<file path="src/rtl/uart_rx_fifo_pkg.sv">
// Purpose: shared types and constants for the UART receive FIFO slice.
// Latency: none (package only).
// Backpressure: n/a.
//
// Contents: rx_entry_t (stored byte plus its error flags), the tuser width,
// and the bit positions of the error flags inside tuser.
package uart_pkg;

    localparam int UART_DATA_W  = 8;
    localparam int UART_TUSER_W = 2;

    // Bit positions inside m_axis_tuser / the slave-side error flags.
    localparam int TUSER_FRAME  = 1;
    localparam int TUSER_PARITY = 0;

    // Packing order puts {frame_err, parity_err} in the two LSBs, which is
    // exactly the tuser layout, so the flags can be sliced out directly.
    typedef struct packed {
        logic [UART_DATA_W-1:0] data;
        logic                   frame_err;
        logic                   parity_err;
    } rx_entry_t;

    // Either error flag set on an incoming byte.
    function automatic logic has_error(input logic [UART_TUSER_W-1:0] flags);
        return flags[TUSER_FRAME] | flags[TUSER_PARITY];
    endfunction

endpackage

</file>
<file path="src/rtl/uart_rx_fifo_if.sv">
// Purpose: byte stream bundle (AXI-Stream subset) with per-byte error flags.
// Latency: none (wiring only).
// Backpressure: tready from the slave side; the UART receiver may ignore it.
//
// Signals: tdata (byte), tuser ({frame_err, parity_err}), tvalid, tready.
// Modports: master drives tdata/tuser/tvalid, slave drives tready.
interface uart_rx_fifo_if #(
    parameter int DATA_WIDTH = 8
);
    logic [DATA_WIDTH-1:0]             tdata;
    logic [uart_pkg::UART_TUSER_W-1:0] tuser;
    logic                              tvalid;
    logic                              tready;

    modport master (
        output tdata,
        output tuser,
        output tvalid,
        input  tready
    );

    modport slave (
        input  tdata,
        input  tuser,
        input  tvalid,
        output tready
    );
endinterface

</file>
<file path="src/rtl/uart_rx_fifo_mem.sv">
// Purpose: simple dual-port register array holding FIFO entries.
// Latency: write lands on the clock edge; read is combinational from rd_addr.
// Backpressure: none; the caller guarantees wr_en only when a slot is free.
//
// Ports: clk, wr_en/wr_addr/wr_data (synchronous write port),
//        rd_addr/rd_data (asynchronous read port, keeps FWFT trivial).
// The array is deliberately not reset; validity is tracked by the pointers.
module uart_fifo_mem
    import uart_pkg::*;
#(
    parameter int  DEPTH   = 16,
    parameter type ENTRY_T = rx_entry_t
) (
    input  logic                     clk,
    input  logic                     wr_en,
    input  logic [$clog2(DEPTH)-1:0] wr_addr,
    input  ENTRY_T                   wr_data,
    input  logic [$clog2(DEPTH)-1:0] rd_addr,
    output ENTRY_T                   rd_data
);

    ENTRY_T mem [DEPTH];

    always_ff @(posedge clk) begin
        if (wr_en) begin
            mem[wr_addr] <= wr_data;
        end
    end

    assign rd_data = mem[rd_addr];

endmodule

</file>
<file path="src/rtl/uart_rx_fifo.sv">
// Purpose: receive-side elastic buffer behind the UART receiver, FWFT stream out.
// Latency: a byte accepted at edge N is on m_axis in cycle N+1 (no empty bypass).
// Backpressure: input cannot be stalled; bytes arriving while full are dropped
//               and flagged in the sticky overrun bit.
//
// Ports:
//   clk, rst          clock, synchronous active-high reset
//   s_axis (slave)    tdata = byte, tuser = {frame_err, parity_err}, tvalid strobe,
//                     tready = ~full | pop (informational)
//   m_axis (master)   tdata/tuser of the head byte, tvalid = non-empty, tready
//   level             occupancy 0..DEPTH
//   overrun           sticky dropped-byte flag, cleared by overrun_clr
//   overrun_clr       clear request for overrun (a simultaneous new drop wins)
//   err_cnt           saturating count of error-flagged bytes
//
// Build option: defining UART_RX_FIFO_DROP_ERR_EN discards error-flagged bytes
// instead of storing them (still counted), and ties m_axis tuser to zero.
module uart_rx_fifo
    import uart_pkg::*;
#(
    parameter int DATA_WIDTH    = 8,
    parameter int DEPTH         = 16,
    parameter int ERR_CNT_WIDTH = 16
) (
    input  logic                     clk,
    input  logic                     rst,
    uart_rx_fifo_if.slave            s_axis,
    uart_rx_fifo_if.master           m_axis,
    output logic [$clog2(DEPTH):0]   level,
    output logic                     overrun,
    input  logic                     overrun_clr,
    output logic [ERR_CNT_WIDTH-1:0] err_cnt
);

    localparam int AW = $clog2(DEPTH);
    localparam int PW = AW + 1;

    // Same layout as rx_entry_t, but sized by DATA_WIDTH.
    typedef struct packed {
        logic [DATA_WIDTH-1:0] data;
        logic                  frame_err;
        logic                  parity_err;
    } entry_t;

    // Pointers carry one extra wrap bit so full and empty are distinguishable.
    logic [PW-1:0] wr_ptr;
    logic [PW-1:0] rd_ptr;

    logic   full;
    logic   empty;
    logic   push;
    logic   pop;
    logic   drop;
    logic   in_err;
    logic   err_inc;
    entry_t wr_entry;
    entry_t head;

    assign empty = (wr_ptr == rd_ptr);
    assign full  = (wr_ptr[AW-1:0] == rd_ptr[AW-1:0]) && (wr_ptr[AW] != rd_ptr[AW]);
    assign level = wr_ptr - rd_ptr;

    assign pop    = ~empty & m_axis.tready;
    assign in_err = has_error(s_axis.tuser);

    // A pop in the same cycle frees the slot, so a full FIFO still takes a byte.
    assign s_axis.tready = ~full | pop;

`ifdef UART_RX_FIFO_DROP_ERR_EN
    // Error bytes never reach the array and therefore never contribute to overrun.
    assign push    = s_axis.tvalid & ~in_err & (~full | pop);
    assign drop    = s_axis.tvalid & ~in_err & full & ~pop;
    assign err_inc = s_axis.tvalid & in_err;
`else
    assign push    = s_axis.tvalid & (~full | pop);
    assign drop    = s_axis.tvalid & full & ~pop;
    // Only stored bytes are counted; a dropped error byte is lost entirely.
    assign err_inc = push & in_err;
`endif

    always_comb begin
        wr_entry            = '0;
        wr_entry.data       = s_axis.tdata;
        wr_entry.frame_err  = s_axis.tuser[TUSER_FRAME];
        wr_entry.parity_err = s_axis.tuser[TUSER_PARITY];
    end

    uart_fifo_mem #(
        .DEPTH   (DEPTH),
        .ENTRY_T (entry_t)
    ) u_mem (
        .clk     (clk),
        .wr_en   (push),
        .wr_addr (wr_ptr[AW-1:0]),
        .wr_data (wr_entry),
        .rd_addr (rd_ptr[AW-1:0]),
        .rd_data (head)
    );

    // Pointer update. Modulo arithmetic on PW bits handles wrap of both the
    // address and the wrap bit for any number of passes around the array.
    always_ff @(posedge clk) begin
        if (rst) begin
            wr_ptr <= '0;
            rd_ptr <= '0;
        end else begin
            if (push) begin
                wr_ptr <= wr_ptr + 1'b1;
            end
            if (pop) begin
                rd_ptr <= rd_ptr + 1'b1;
            end
        end
    end

    // Sticky overrun: a new drop outranks a clear in the same cycle.
    always_ff @(posedge clk) begin
        if (rst) begin
            overrun <= 1'b0;
        end else if (drop) begin
            overrun <= 1'b1;
        end else if (overrun_clr) begin
            overrun <= 1'b0;
        end
    end

    // Saturating error-byte counter.
    always_ff @(posedge clk) begin
        if (rst) begin
            err_cnt <= '0;
        end else if (err_inc && (err_cnt != {ERR_CNT_WIDTH{1'b1}})) begin
            err_cnt <= err_cnt + 1'b1;
        end
    end

    assign m_axis.tvalid = ~empty;
    assign m_axis.tdata  = head.data;

`ifdef UART_RX_FIFO_DROP_ERR_EN
    // Only clean bytes are stored, so the stored flags carry no information.
    logic unused_head_flags;
    assign unused_head_flags = head.frame_err | head.parity_err;
    assign m_axis.tuser      = '0;
`else
    always_comb begin
        m_axis.tuser               = '0;
        m_axis.tuser[TUSER_FRAME]  = head.frame_err;
        m_axis.tuser[TUSER_PARITY] = head.parity_err;
    end
`endif

endmodule

</file>
<file path="src/flat_wrapper.sv">
// flat-port wrapper written by rule: the top's interface ports become plain ports
module uart_rx_fifo_flat import uart_pkg::*;
#(
    parameter int DATA_WIDTH    = 8,
    parameter int DEPTH         = 16,
    parameter int ERR_CNT_WIDTH = 16
)
  (clk, rst, level, overrun, overrun_clr, err_cnt, s_axis_tdata, s_axis_tuser, s_axis_tvalid, s_axis_tready, m_axis_tdata, m_axis_tuser, m_axis_tvalid, m_axis_tready);
  uart_rx_fifo_if #(.DATA_WIDTH(DATA_WIDTH)) s_axis_i ();
  uart_rx_fifo_if #(.DATA_WIDTH(DATA_WIDTH)) m_axis_i ();
  input  logic clk;
  input  logic rst;
  output logic [$clog2(DEPTH):0] level;
  output logic overrun;
  input  logic overrun_clr;
  output logic [ERR_CNT_WIDTH-1:0] err_cnt;
  input wire logic [$bits(s_axis_i.tdata)-1:0] s_axis_tdata;
  input wire logic [$bits(s_axis_i.tuser)-1:0] s_axis_tuser;
  input wire logic [$bits(s_axis_i.tvalid)-1:0] s_axis_tvalid;
  output wire logic [$bits(s_axis_i.tready)-1:0] s_axis_tready;
  output wire logic [$bits(m_axis_i.tdata)-1:0] m_axis_tdata;
  output wire logic [$bits(m_axis_i.tuser)-1:0] m_axis_tuser;
  output wire logic [$bits(m_axis_i.tvalid)-1:0] m_axis_tvalid;
  input wire logic [$bits(m_axis_i.tready)-1:0] m_axis_tready;
  assign s_axis_i.tdata = s_axis_tdata;
  assign s_axis_i.tuser = s_axis_tuser;
  assign s_axis_i.tvalid = s_axis_tvalid;
  assign s_axis_tready = s_axis_i.tready;
  assign m_axis_tdata = m_axis_i.tdata;
  assign m_axis_tuser = m_axis_i.tuser;
  assign m_axis_tvalid = m_axis_i.tvalid;
  assign m_axis_i.tready = m_axis_tready;
  uart_rx_fifo #(.DATA_WIDTH(DATA_WIDTH), .DEPTH(DEPTH), .ERR_CNT_WIDTH(ERR_CNT_WIDTH)) u_core (.clk(clk), .rst(rst), .s_axis(s_axis_i), .m_axis(m_axis_i), .level(level), .overrun(overrun), .overrun_clr(overrun_clr), .err_cnt(err_cnt));
endmodule
</file>
<file path="config.mk">
export PLATFORM = sky130hd
export DESIGN_NAME = uart_rx_fifo_flat
export DESIGN_NICKNAME = d
export VERILOG_FILES = /design/src/rtl/uart_rx_fifo_pkg.sv /design/src/rtl/uart_rx_fifo_if.sv /design/src/rtl/uart_rx_fifo_mem.sv /design/src/rtl/uart_rx_fifo.sv /design/src/flat_wrapper.sv
export SDC_FILE = /design/constraint.sdc
export NUM_CORES = 1
export LEC_CHECK = 0
export ABC_CLOCK_PERIOD_IN_PS = 3400
export BUFFER_PORTS_ARGS = -buffer_cell sky130_fd_sc_hd__buf_2
export CAP_MARGIN = 30
export CORE_MARGIN = 2
export CORE_UTILIZATION = 35
export CTS_BUF_LIST = sky130_fd_sc_hd__clkbuf_4 sky130_fd_sc_hd__clkbuf_8
export DETAILED_ROUTE_END_ITERATION = 10
export SYNTH_ARGS = -nofsm -noshare
export SYNTH_HDL_FRONTEND = slang
export SYNTH_SLANG_ARGS = --single-unit
export TNS_END_PERCENT = 30
</file>
<file path="constraint.sdc">
create_clock -name clk -period 3.4 [get_ports clk]
set_input_delay 0.17 -clock clk [delete_from_list [all_inputs] [get_ports clk]]
set_output_delay 0.17 -clock clk [all_outputs]
set_load 0.05 [all_outputs]
</file>
* Word level (Yosys, flattened, before mapping)
Memories as Yosys holds them, arrays and structs flattened. A register that Yosys moved wholly into a read port is not among the register bits. Index checks and enable logic that the tools add are counted.
Storage, ports and cells: flip-flop bits (word level) 27, latch bits 0, RAM bits 160, memory bits (read-only) 0, bits of input ports 15, output and inout port bits 34, logic and storage cells 32, memories 1
Memories:
- u_core.u_mem.mem | words 16, bits a word 10, rd ports 1, clocked after memory_dff 1, wr ports 1, line uart_rx_fifo_mem.sv:22 | ENTRY_T mem [DEPTH];
Operators by class: $add $sub $neg 4, multipliers 0, div/mod/pow operators 0, magnitude comparators 0, equality and inequality tests 4, shifts and indexed selects 0, multiplexer cells 6, bitwise operators 10, reductions and logical operators 3
Operators by type and width (number):
- $add 16x1->16 const B | 1
- $ne 16x16->1 const B | 1
- $add 5x1->5 const B | 2
- $mux 4 | 2
- $and 1x1->1 | 5
- $eq 5x5->1 | 1
- $sub 5x5->5 | 1
- $eq 4x4->1 | 1
- $mux 1 | 4
- $not 1->1 | 3
- $logic_and 1x1->1 | 2
- $or 1x1->1 | 2
- $reduce_bool 2->1 | 1
- $ne 1x1->1 | 1

* Depth between registers and ports, before layout
Gate-level depths: netlist of run 1.
depth after elaboration 7, mapped depth 9, gate-level depth less buffers 7

* Cells and area by module
From an unflattened synthesis of run 1, not the netlist that was laid out.
Second synthesis, totals: cell total of the unflattened synthesis 453, area total of the unflattened synthesis 7741.2 um^2
By module, submodules not included:
- uart_fifo_mem | times used 1, cells an instance 269, area an instance 6153.4 um^2, seq. area each 4804.6 um^2
- uart_rx_fifo | times used 1, cells an instance 184, area an instance 1587.8 um^2, seq. area each 540.5 um^2

* Worst setup path after synthesis of run 1
Ideal clock, no wire load.
path type register to register, from reg u_core.wr_ptr[0], to mem u_core.u_mem.mem[0][0] (netlist bit) (enable), setup time 0.390 ns, arrival time 2.064 ns, data required time 3.010 ns, path slack 0.946 ns, cell stages (with the launch flop) 8, buffers on the path 1, clock period less this slack 2.454 ns, cell sequence dfxtp_1 > inv_1 > ha_1 > nand4_1 > o31a_1 > buf_2 > nand2_1 > nor3_1
On the way: cells in the longest elaborated chain, start to end 7, elaborated cells between the ends (all ways) 10, those cells by class eq/ne: 2; mux: 2; bitwise: 5; reduce/logical: 1
RTL lines:
- from (decl) | line uart_rx_fifo.sv:46 | logic [PW-1:0] wr_ptr;
- from (signal assigned) | line uart_rx_fifo.sv:108 | wr_ptr <= wr_ptr + 1'b1;
- $eq 5x5->1 / $eq 4x4->1 (equally long branches) | line uart_rx_fifo.sv:59, uart_rx_fifo.sv:60
- $not 1->1 / $logic_and 1x1->1 (equally long branches) | line uart_rx_fifo.sv:63, uart_rx_fifo.sv:60
- $and 1x1->1 / $not 1->1 (equally long branches) | line uart_rx_fifo.sv:63, uart_rx_fifo.sv:75
- $or 1x1->1 | line uart_rx_fifo.sv:75 | assign push = s_axis.tvalid & (~full | pop);
- $and 1x1->1 | line uart_rx_fifo.sv:75
- $mux 1 | line uart_rx_fifo_mem.sv:25 | if (wr_en) begin
- $mux 1 (implied by the code) | line uart_rx_fifo_mem.sv:26 | mem[wr_addr] <= wr_data;
- to (decl) | line uart_rx_fifo_mem.sv:22
Several ways; a longest one is shown, not always the timed one.

* Worst setup path after layout of run 1
from reg u_core.wr_ptr[2], to mem u_core.u_mem.mem[2][0] (netlist bit) (enable)
The elaborated chain is that of the path after synthesis.

==> results of run 1 <==
[metrics by stage]
step	std cells	cell area [um2]	setup WS, ns	utilization [%]	hold WS [ns]
floorplan	428	7680	0.946	-	0.269
global placement	751	8320	0.795	38.4	0.434
detailed placement	751	8320	0.632	38.4	0.442
CTS	784	8720	0.595	40.2	0.0101
global route	784	8720	0.492	40.2	0.0122
finish	784	8720	0.625	40.2	0.0376
[power groups by stage]
stage / logic (mW) / registers [mW] / clock network, mW
after global routing: 0.923 / 2.61 / 1.52
after floorplan: 0.641 / 2.65 / 0
after detailed placement: 0.881 / 2.66 / 0
after global placement: 0.874 / 2.66 / 0
final: 0.866 / 2.60 / 1.39
after CTS: 0.884 / 2.60 / 1.43
[layer usage]
| layer | vias up | GRT usage (%) | share of wire [%] |
|---|---|---|---|
| li1 | 1818 | - | - |
| met1 | 2064 | 19.7 | 45 |
| met2 | 111 | 23.4 | 49 |
| met3 | 2 | 3.44 | 5.8 |
| met4 | 0 | 3.83 | 0.40 |
| met5 | - | 0 | 0 |
[registers in the layout, summed over array words and instances, names as in the netlist, named ones only]
signal / count
u_core.overrun: 1
u_core.rd_ptr: 5
u_core.err_cnt: 16
u_core.wr_ptr: 5
u_core.u_mem.mem: 160
[cell type report]
class / count / area (um2) / share of cell area, %
Sequential cell: 191 / 5430 / 62.3
Multi-Input combinational cell: 205 / 2130 / 24.5
Timing Repair Buffer: 64 / 375 / 4.31
Tap cell: 280 / 350 / 4.02
Clock buffer: 17 / 234 / 2.68
Clock inverter: 15 / 150 / 1.72
Inverter: 12 / 45.0 / 0.517
[cell usage in the layout, fill, tap and decap left out, types with 2 or more instances in the layout]
cell type   netlist  routed
and4_1            2       2
inv_8             0       3
clkbuf_8          0      17
dfxtp_2           0       2
buf_2             5      48
clkinvlp_4        0       2
mux4_2           50      50
nand4_1           8       8
buf_4             1      14
or4_1             5       5
nor2b_1           2       2
dfxtp_1          31      29
and3_1            2       2
inv_1            12      12
a21o_1            2       2
nand2_1          13      13
nor3_2            0       4
o21ai_0           8       8
clkinv_8          0       3
o31ai_1           4       4
xor2_1            6       6
nand3_1           9       9
nand2b_1          3       3
a21oi_1          15      15
ha_1             10      10
inv_6             0       4
nor4_1            3       3
xnor2_1           8       8
edfxtp_1        160     160
nor2_1           32      32
or3_1             7       7
[kinds of logic (layout without fill, tap and decap cells)]
kind of cell | count (synthesis) | count (layout) | synth area share (%)
compound gates | 35 | 35 | 2.85
xor+xnor | 15 | 15 | 1.95
flops | 191 | 191 | 70.6
fa+ha+maj | 11 | 11 | 1.89
simple gates | 93 | 93 | 6.03
mux | 51 | 51 | 14.8
buf+inv | 32 | 108 | 1.89
[worst register-to-register path: cells and delay by family, from the launching register on]
| kind | cells | cell delay (ns) |
|---|---|---|
| fa+ha+maj | 1 | 0.37 |
| simple gates | 3 | 1.11 |
| flops | 1 | 0.60 |
| compound gates | 1 | 0.32 |
[worst max path at each step]
stage | end | cells after the start
floorplan | u_core.u_mem.mem[0][0]$_DFFE_PP_ | 7
global placement | u_core.u_mem.mem[1][5]$_DFFE_PP_ | 5
detailed placement | u_core.u_mem.mem[2][5]$_DFFE_PP_ | 5
CTS | m_axis_tuser[1] | 4
global route | u_core.u_mem.mem[1][4]$_DFFE_PP_ | 5
finish | u_core.u_mem.mem[2][0]$_DFFE_PP_ | 5
==> run_results.csv, run 1 <==
group,metric,value,unit
routing,drt-vias-per-instance,5.10,
yosys,synth_area_leader_cell,"edfxtp_1",
worst_hold_path,sink_of_the_worst_hold_path,"u_core.overrun$_SDFFE_PP0P_",
critical_path,timing.critical_path.buf_inv,0,
clock_tree,numCtsBuffers,17,
critical_path,crit_path_max_fanout,10,
sta,totalNegativeSetupSlack,0,ns
yosys,ys_top_cells_by_count,"edfxtp_1, mux4_2, nor2_1, dfxtp_1, a21oi_1",
sta,tightest_slew,0.920,ns
floorplan,initial_core_util,35.4,%
yosys,netlist.area_leader.share,62.5,%
global_route,globalRouteTotalUtil,14.5,%
power_and_ir_drop,switching_share,29.1,%
worst_hold_path,hold_depth,3,
clock_tree,cts.sinks,191,
critical_path,timing.critical_path.max_delay_family,"simple AND/OR/NAND/NOR gates",
sta,setup_viol_count_final,0,
clock_tree,h-tree-depth,4,
sta,timing.final.max_slew_violations,0,
yosys,synthTopCellsByArea,"edfxtp_1, mux4_2, dfxtp_1",
clock_tree,clock_insertion_delay_worst_skew,0.46,ns
routing,drtAntennaViolNets,0,
yosys,post_synth_instance_area,0.00768,mm2
critical_path,critPathSlowestCell,"nor3_2",
placed_design,post-dp-hpwl,10900,um
power_and_ir_drop,power.ir.vdd_worst,0.234,mV
sta,max_slew_margin,38.3,%
clock_tree,clk_pin_slew,0.10,ns
layout,design.final.nets,517,
critical_path,r2r_cells,5,
critical_path,critical_path_arrival,2.85,ns
yosys,synth_edf_count,160,
routing,wl,16200,um
floorplan,design.portCount,49,
critical_path,timing.critical_path.from_type,"flip-flop",
critical_path,rrSetupSlack,0.62,ns
floorplan,fp.dieW,152,um
critical_path,worst_path_largest_cell_delay,0.73,ns
routing,post-route-drc-count,0,
clock_tree,clk_root_buffer_cell,"clkbuf_8",
global_route,vias_in_the_first_global_route,4104,
power_and_ir_drop,pwr-share-comb,17.8,%
yosys,ys_flop_type,"edfxtp_1",
yosys,yosysUniqueCellTypes,39,
floorplan,fp-row-count,54,
yosys,ys_warn_count,0,
worst_hold_path,hold_path_class,"in2reg",
power_and_ir_drop,power_density,557,mW/mm2
routing,drt_iter0_drc,300,
yosys,ys_seq_area_share,70.6,%
routing,first_pass_iters,5,
floorplan,fp.coreArea,0.0217,mm2
sta,finalClockSkew,0.0257,ns
critical_path,worst_setup_path_end_kind,"flip-flop",
clock_tree,cts_resized,0,
yosys,postSynthNetCount,454,
power_and_ir_drop,share_seq_of_total_power,53.6,%
yosys,avgSynthCellArea,18.0,um2
status,result_of_the_run,"finished, final reports clean",
power_and_ir_drop,power.switching,1.41,mW
critical_path,worstSetupStartpoint,"u_core.wr_ptr[2]$_SDFFE_PP0P_",
critical_path,criticalPathCategory,"reg2reg",
power_and_ir_drop,cellInternalPower,3.44,mW
global_route,overflow,0,
floorplan,floorplan.die_area,0.0232,mm2
clock_tree,cts_hold_buf,1,
power_and_ir_drop,pwr-share-clk,28.6,%
global_route,maximum_number_of_pins_on_one_net_before_global_route_repair,41,
sta,grt_setup_unrepaired,"no",
flow_run,drv.max_cap_violation_count,0,
power_and_ir_drop,power.static_leakage,2.81,nW
routing,route.vias.total,3995,
layout,flow.area_growth_from_synthesis,13.4,%
yosys,synth_most_common_cell,"edfxtp_1",
sta,final.period_utilization,81.6,%
clock_tree,cts-root-to-sink-buffers,2,
routing,post_drt_wl_per_cell,20.6,um
sta,hold_violation_total_from_the_final_report,0,
clock_tree,cts_setup_buffers,0,
critical_path,cp_cell_sequence,"ha_1 > nand4_1 > o31a_1 > nand2_1 > nor3_2",
yosys,netlist_instances,428,
critical_path,worst_path_required,3.47,ns
layout,count_of_antenna_diodes_in_the_layout,0,
global_route,wire_length_of_the_first_global_routing_pass,25100,um
global_route,grt_antenna_before_repair,0,
power_and_ir_drop,post_layout_total_power,4.85,mW
placed_design,buffer_ports.inserted,48,
sta,timing.final.crit_period,2.78,ns
yosys,ys_ff_latch,191,
floorplan,die_y,152,um
layout,fillCellCount,1966,
worst_hold_path,min_from,"s_axis_tvalid",
yosys,postSynth.asyncResetShare,0,%
placed_design,place.gp.congestion,0.809,
sta,achievable-frequency,0.360,GHz
layout,post_route_cells_drive_above_1_share,30.8,%
critical_path,timing.rr.end,"u_core.u_mem.mem[2][0]$_DFFE_PP_",
critical_path,worstReg2RegStart,"u_core.wr_ptr[2]$_SDFFE_PP0P_",
clock_tree,cts_tree,"yes",
(Power assumes the default switching activity.)
==> inputs of run 2 (changes only) <==
ABC_CLOCK_PERIOD_IN_PS = 2800   (was 3400)
clock period = 2.8 ns   (was 3.4 ns; I/O delays follow)
==> run 2 against run 1 <==
  * Critical path depth fell by 1
  * Register-to-register slack got worse by 0.23 ns
  * Sequential share of layout area fell by 1.0 points
  * Wire length fell by 0.48%
  * Critical path type is now reg2out
  * Largest power group unchanged
==> run_results.csv, run 2 (synthesis gave the netlist of run 1 again) <==
group,metric,value,unit
floorplan,floorplan.die_area,0.0232,mm2
power_and_ir_drop,power_density,674,mW/mm2
clock_tree,clk_pin_slew,0.11,ns
worst_hold_path,min_from,"s_axis_tdata[1]",
global_route,overflow,0,
layout,post-route-cell-area,0.00886,mm2
clock_tree,cts-root-to-sink-buffers,2,
critical_path,timing.critical_path.mode_cell,"mux4_2",
floorplan,fp.dieW,152,um
layout,layout_common_cells,"edfxtp_1, mux4_2, buf_2, nor2_1, dfxtp_1",
global_route,grt_antenna_before_repair,0,
layout,post_route_cells_drive_above_1_share,32.2,%
clock_tree,h-tree-depth,4,
placed_design,buffer_ports.inserted,48,
critical_path,timing.critical_path.max_delay_family,"multiplexers",
placed_design,place.gp.congestion,0.755,
global_route,maximum_number_of_pins_on_one_net_before_global_route_repair,31,
sta,final.period_utilization,93.1,%
layout,regMostFlops,"u_core.u_mem.mem",
sta,grt_setup_unrepaired,"no",
clock_tree,clock_insertion_delay_worst_skew,0.46,ns
critical_path,worstReg2RegStart,"u_core.wr_ptr[2]$_SDFFE_PP0P_",
routing,post_drt_wl_per_cell,20.2,um
sta,tightest_slew,0.693,ns
status,result_of_the_run,"finished, final reports clean",
critical_path,crit_path_max_fanout,18,
critical_path,timing.rr.end,"u_core.u_mem.mem[0][0]$_DFFE_PP_",
sta,setup_viol_count_final,0,
clock_tree,clk_root_buffer_cell,"clkbuf_8",
power_and_ir_drop,power.ir.vdd_worst,0.318,mV
floorplan,design.portCount,49,
critical_path,worst_path_required,2.66,ns
routing,first_pass_iters,5,
critical_path,criticalPathCategory,"reg2out",
floorplan,fp.coreArea,0.0217,mm2
critical_path,critPathSlowestCell,"dfxtp_4",
clock_tree,cts.sinks,191,
sta,finalClockSkew,0.0156,ns
routing,wl,16100,um
sta,hold_violation_total_from_the_final_report,0,
routing,drt-vias-per-instance,5.16,
sta,timing.final.max_slew_violations,0,
flow_run,drv.max_cap_violation_count,0,
critical_path,timing.critical_path.buf_inv,2,
placed_design,placed_cell_area,0.00843,mm2
clock_tree,numCtsBuffers,17,
worst_hold_path,hold_path_class,"in2reg",
floorplan,die_y,152,um
critical_path,r2r_cells,6,
routing,drtAntennaViolNets,0,
critical_path,timing.critical_path.from_type,"flip-flop",
sta,timing.final.crit_period,2.61,ns
power_and_ir_drop,power.static_leakage,2.90,nW
sta,totalNegativeSetupSlack,0,ns
layout,most_frequent_standard_cell_in_the_layout_excluding_fill_and_tap_cells,"edfxtp_1",
layout,top_regs,"u_core.u_mem.mem x160, u_core.err_cnt x16",
worst_hold_path,sink_of_the_worst_hold_path,"u_core.u_mem.mem[6][3]$_DFFE_PP_",
layout,design.final.nets,529,
critical_path,worst_path_largest_cell_delay,0.52,ns
critical_path,worst_setup_path_end_kind,"primary output",
sta,max_slew_margin,53.8,%
global_route,vias_in_the_first_global_route,4204,
layout,count_of_antenna_diodes_in_the_layout,0,
layout,largest_reg_flops,160,
critical_path,rrSetupSlack,0.39,ns
global_route,globalRouteTotalUtil,14.5,%
floorplan,fp-row-count,54,
routing,drt_iter0_drc,322,
worst_hold_path,hold_depth,1,
placed_design,post-dp-hpwl,10600,um
critical_path,critical_path_arrival,2.47,ns
sta,achievable-frequency,0.384,GHz
floorplan,initial_core_util,35.4,%
power_and_ir_drop,post_layout_total_power,5.97,mW
layout,flow.area_growth_from_synthesis,15.4,%
critical_path,cp_cell_sequence,"buf_12 > mux4_2 > mux4_2 > buf_2",
routing,post-route-drc-count,0,
global_route,wire_length_of_the_first_global_routing_pass,25100,um
clock_tree,cts_tree,"yes",
routing,route.vias.total,4110,
layout,fillCellCount,1912,
run 2: where the power goes:
group / internal (mW) / switching [mW] / total [mW]
Sequential: 3.12 / 0.0641 / 3.19
Clock: 0.764 / 1.03 / 1.79
Combinational: 0.417 / 0.576 / 0.992
Total: 4.30 / 1.67 / 5.97
run 2: cell type report:
cell class	instances	area (um2)	share of cell area, %
flip-flops and latches	191	5430	61.3
multi-input cells	205	2130	24.1
repair buffers	76	493	5.56
well taps	280	350	3.95
clock buffers	18	241	2.72
clock inverters	14	170	1.92
inverters	12	45.0	0.508
run 2: how the worst max path moves through the flow:
stage               slack (ns)                               end  cells past startpoint
detailed placement        0.39  u_core.u_mem.mem[0][5]$_DFFE_PP_                      6
global route              0.06                   m_axis_tdata[3]                      4
global placement          0.44  u_core.u_mem.mem[8][6]$_DFFE_PP_                      6
CTS                       0.13                   m_axis_tdata[3]                      4
finish                    0.19                   m_axis_tuser[0]                      4
floorplan                 0.35  u_core.u_mem.mem[0][0]$_DFFE_PP_                      7
run 2: worst register-to-register path: stages (launching register included):
cell	delay, ns
dfxtp_1	0.60
ha_1	0.36
nand4_1	0.16
o31a_1	0.35
nand2_1	0.21
nor3_2	0.15
buf_4	0.26
run 2: through the flow:
step                      hold WS [ns]  util [%]  setup WS [ns]  cells
after floorplan                  0.239         -          0.346    428
after CTS                       0.0279      40.9          0.131    796
after global routing            0.0172      40.9         0.0551    796
after detailed placement         0.410      38.9          0.390    762
after global placement           0.401      38.9          0.437    762
final                           0.0542      40.9          0.194    796
run 2: metal layers:
| layer | share of wire (%) | up-vias | GRT usage [%] |
|---|---|---|---|
| li1 | - | 1858 | - |
| met1 | 44 | 2107 | 19.8 |
| met2 | 49 | 136 | 23.6 |
| met3 | 6.6 | 9 | 3.50 |
| met4 | 1.1 | 0 | 3.83 |
| met5 | 0 | - | 0 |
run 2: timing repair:
action,4_1_cts,5_1_grt
hold endpoints to repair,1,0
hold buffers,2,0
resized for setup,1,0
setup endpoints to repair,2,0
setup buffers,0,0
==> inputs of run 3 (changes only) <==
CORE_UTILIZATION = 63   (was 35)
PLACE_DENSITY = 0.82   (was unset)
==> run 3 against run 2 <==
  * Global-route usage up 11 points
  * Cell count down 18%
  * Sequential share of layout area up 1.7 points
  * Hold slack better by 0.013 ns
  * Sequential power down 1%
  * Power up 0.30%
  * Via count up 0.85%
  * Register-to-register slack better by 0.03 ns
  * Largest cell class unchanged
  * Combinational power up 6%
  * Critical endpoint is now m_axis_tdata[5]
  * Non-clock buffer count down 7
==> run_results.csv, run 3 (synthesis gave the netlist of run 1 again) <==
group,metric,value,unit
layout,top_regs,"u_core.u_mem.mem x160, u_core.err_cnt x16",
routing,drt_iter0_drc,453,
global_route,overflow,0,
floorplan,floorplan.die_area,0.0131,mm2
critical_path,crit_path_max_fanout,40,
routing,met2_length,7400,um
critical_path,worst_path_required,2.66,ns
floorplan,initial_core_util,64.2,%
layout,design.final.nets,522,
floorplan,fp.coreArea,0.0120,mm2
routing,drtAntennaViolNets,0,
placed_design,post-dp-hpwl,9930,um
sta,grt_setup_unrepaired,"no",
sta,totalNegativeSetupSlack,0,ns
sta,timing.hold.ws,0.0675,ns
power_and_ir_drop,cellInternalPower,4.28,mW
status,result_of_the_run,"finished, final reports clean",
power_and_ir_drop,post_layout_total_power,5.99,mW
power_and_ir_drop,share_seq_of_total_power,52.6,%
sta,timing.final.crit_period,2.62,ns
worst_hold_path,hold_path_class,"in2reg",
clock_tree,cts_tree,"yes",
power_and_ir_drop,power.static_leakage,2.86,nW
clock_tree,clk_pin_slew,0.10,ns
power_and_ir_drop,power.ir.vdd_worst,0.386,mV
power_and_ir_drop,power.switching,1.71,mW
critical_path,timing.critical_path.from_type,"flip-flop",
floorplan,fp-row-count,40,
layout,post_route_cells_drive_above_1_share,31.4,%
layout,largest_reg_flops,160,
power_and_ir_drop,pwr-share-comb,17.6,%
power_and_ir_drop,pwr-share-clk,29.9,%
routing,met3WireLength,1010,um
clock_tree,h-tree-depth,4,
critical_path,worst_setup_path_end_kind,"primary output",
sta,max_slew_margin,49.8,%
clock_tree,clock_insertion_delay_worst_skew,0.46,ns
sta,finalClockSkew,0.0135,ns
routing,wl,15000,um
placed_design,place.gp.congestion,0.846,
global_route,globalRouteTotalUtil,25.1,%
sta,timing.final.max_slew_violations,0,
clock_tree,numCtsBuffers,17,
routing,first_pass_iters,5,
clock_tree,clk_root_buffer_cell,"clkbuf_8",
clock_tree,cts.sinks,191,
layout,layout_common_cells,"edfxtp_1, mux4_2, buf_2, nor2_1, dfxtp_1",
routing,post_drt_wl_per_cell,22.9,um
sta,tightest_slew,0.752,ns
layout,count_of_antenna_diodes_in_the_layout,0,
layout,flow.area_growth_from_synthesis,12.1,%
placed_design,buffer_ports.inserted,48,
layout,most_frequent_standard_cell_in_the_layout_excluding_fill_and_tap_cells,"edfxtp_1",
sta,final.period_utilization,93.5,%
routing,topRoutingLayerUsed,"met4",
global_route,vias_in_the_first_global_route,4061,
power_and_ir_drop,switching_share,28.6,%
routing,route.vias.total,4145,
global_route,grt_antenna_before_repair,1,
sta,setup_viol_count_final,0,
sta,hold_violation_total_from_the_final_report,0,
critical_path,criticalPathCategory,"reg2out",
routing,drt-vias-per-instance,6.32,
clock_tree,cts-root-to-sink-buffers,2,
routing,post-route-drc-count,0,
floorplan,design.portCount,49,
flow_run,drv.max_cap_violation_count,0,
floorplan,die_y,114,um
sta,achievable-frequency,0.382,GHz
layout,regMostFlops,"u_core.u_mem.mem",
power_and_ir_drop,power_density,695,mW/mm2
global_route,wire_length_of_the_first_global_routing_pass,23100,um
critical_path,critical_path_arrival,2.48,ns
global_route,maximum_number_of_pins_on_one_net_before_global_route_repair,41,
routing,wirelength_met1,6190,um
floorplan,fp.dieW,114,um
run 3: worst paths after layout:
path	startpoint	to	slack, ns	cells past startpoint
worst max-delay path	flip-flop	m_axis_tdata[5]	0.18	4
worst min-delay path	s_axis_tdata[6]	u_core.u_mem.mem[3][8]$_DFFE_PP_	0.07	1
worst max register to register	u_core.wr_ptr[3]$_SDFFE_PP0P_	u_core.u_mem.mem[2][9]$_DFFE_PP_	0.42	6
worst min register to register	u_core.err_cnt[10]$_SDFFE_PP0P_	u_core.err_cnt[10]$_SDFFE_PP0P_	0.51	2
run 3: area by class of cell:
class	instances	area (um2)
Tap cell	147	184
Sequential cell	191	5430
Clock inverter	15	164
Inverter	12	45.0
Timing Repair Buffer	69	428
Fill cell	702	3350
Clock buffer	17	234
Multi-Input combinational cell	205	2130
run 3: routing by layer:
metal	GRT usage, %	up-vias
li1	-	1844
met1	34.1	2117
met2	38.7	158
met3	7.31	26
met4	10.7	0
met5	0	-
run 3: power groups by stage:
| stage | clock network (mW) | logic, mW | registers (mW) |
|---|---|---|---|
| 2_1_floorplan | 0 | 0.778 | 3.21 |
| 4_1_cts | 1.83 | 1.06 | 3.15 |
| 3_5_place_dp | 0 | 1.06 | 3.21 |
| 3_3_place_gp | 0 | 1.04 | 3.21 |
| 6_report | 1.79 | 1.05 | 3.15 |
| 5_1_grt | 1.94 | 1.11 | 3.15 |
run 3: per-stage QoR:
step | util [%] | worst slack (ns) | cell area [um2] | cells
after floorplan | - | 0.346 | 7680 | 428
after global placement | 68.5 | 0.582 | 8200 | 622
after detailed placement | 68.5 | 0.494 | 8200 | 622
after CTS | 72.0 | 0.113 | 8620 | 656
after global routing | 72.0 | 0.0440 | 8620 | 656
final | 72.0 | 0.182 | 8620 | 656
run 3: critical path, stage by stage, from the launching register on:
cell	delay (ns)
dfxtp_2	0.35
buf_12	0.30
mux4_2	0.60
mux4_2	0.51
buf_2	0.23
run 3: timing repair:
item	4_1_cts	5_1_grt
endpoints found under the hold margin	1	0
hold buffers	2	0
setup buffers	0	0
gates resized for setup	0	0
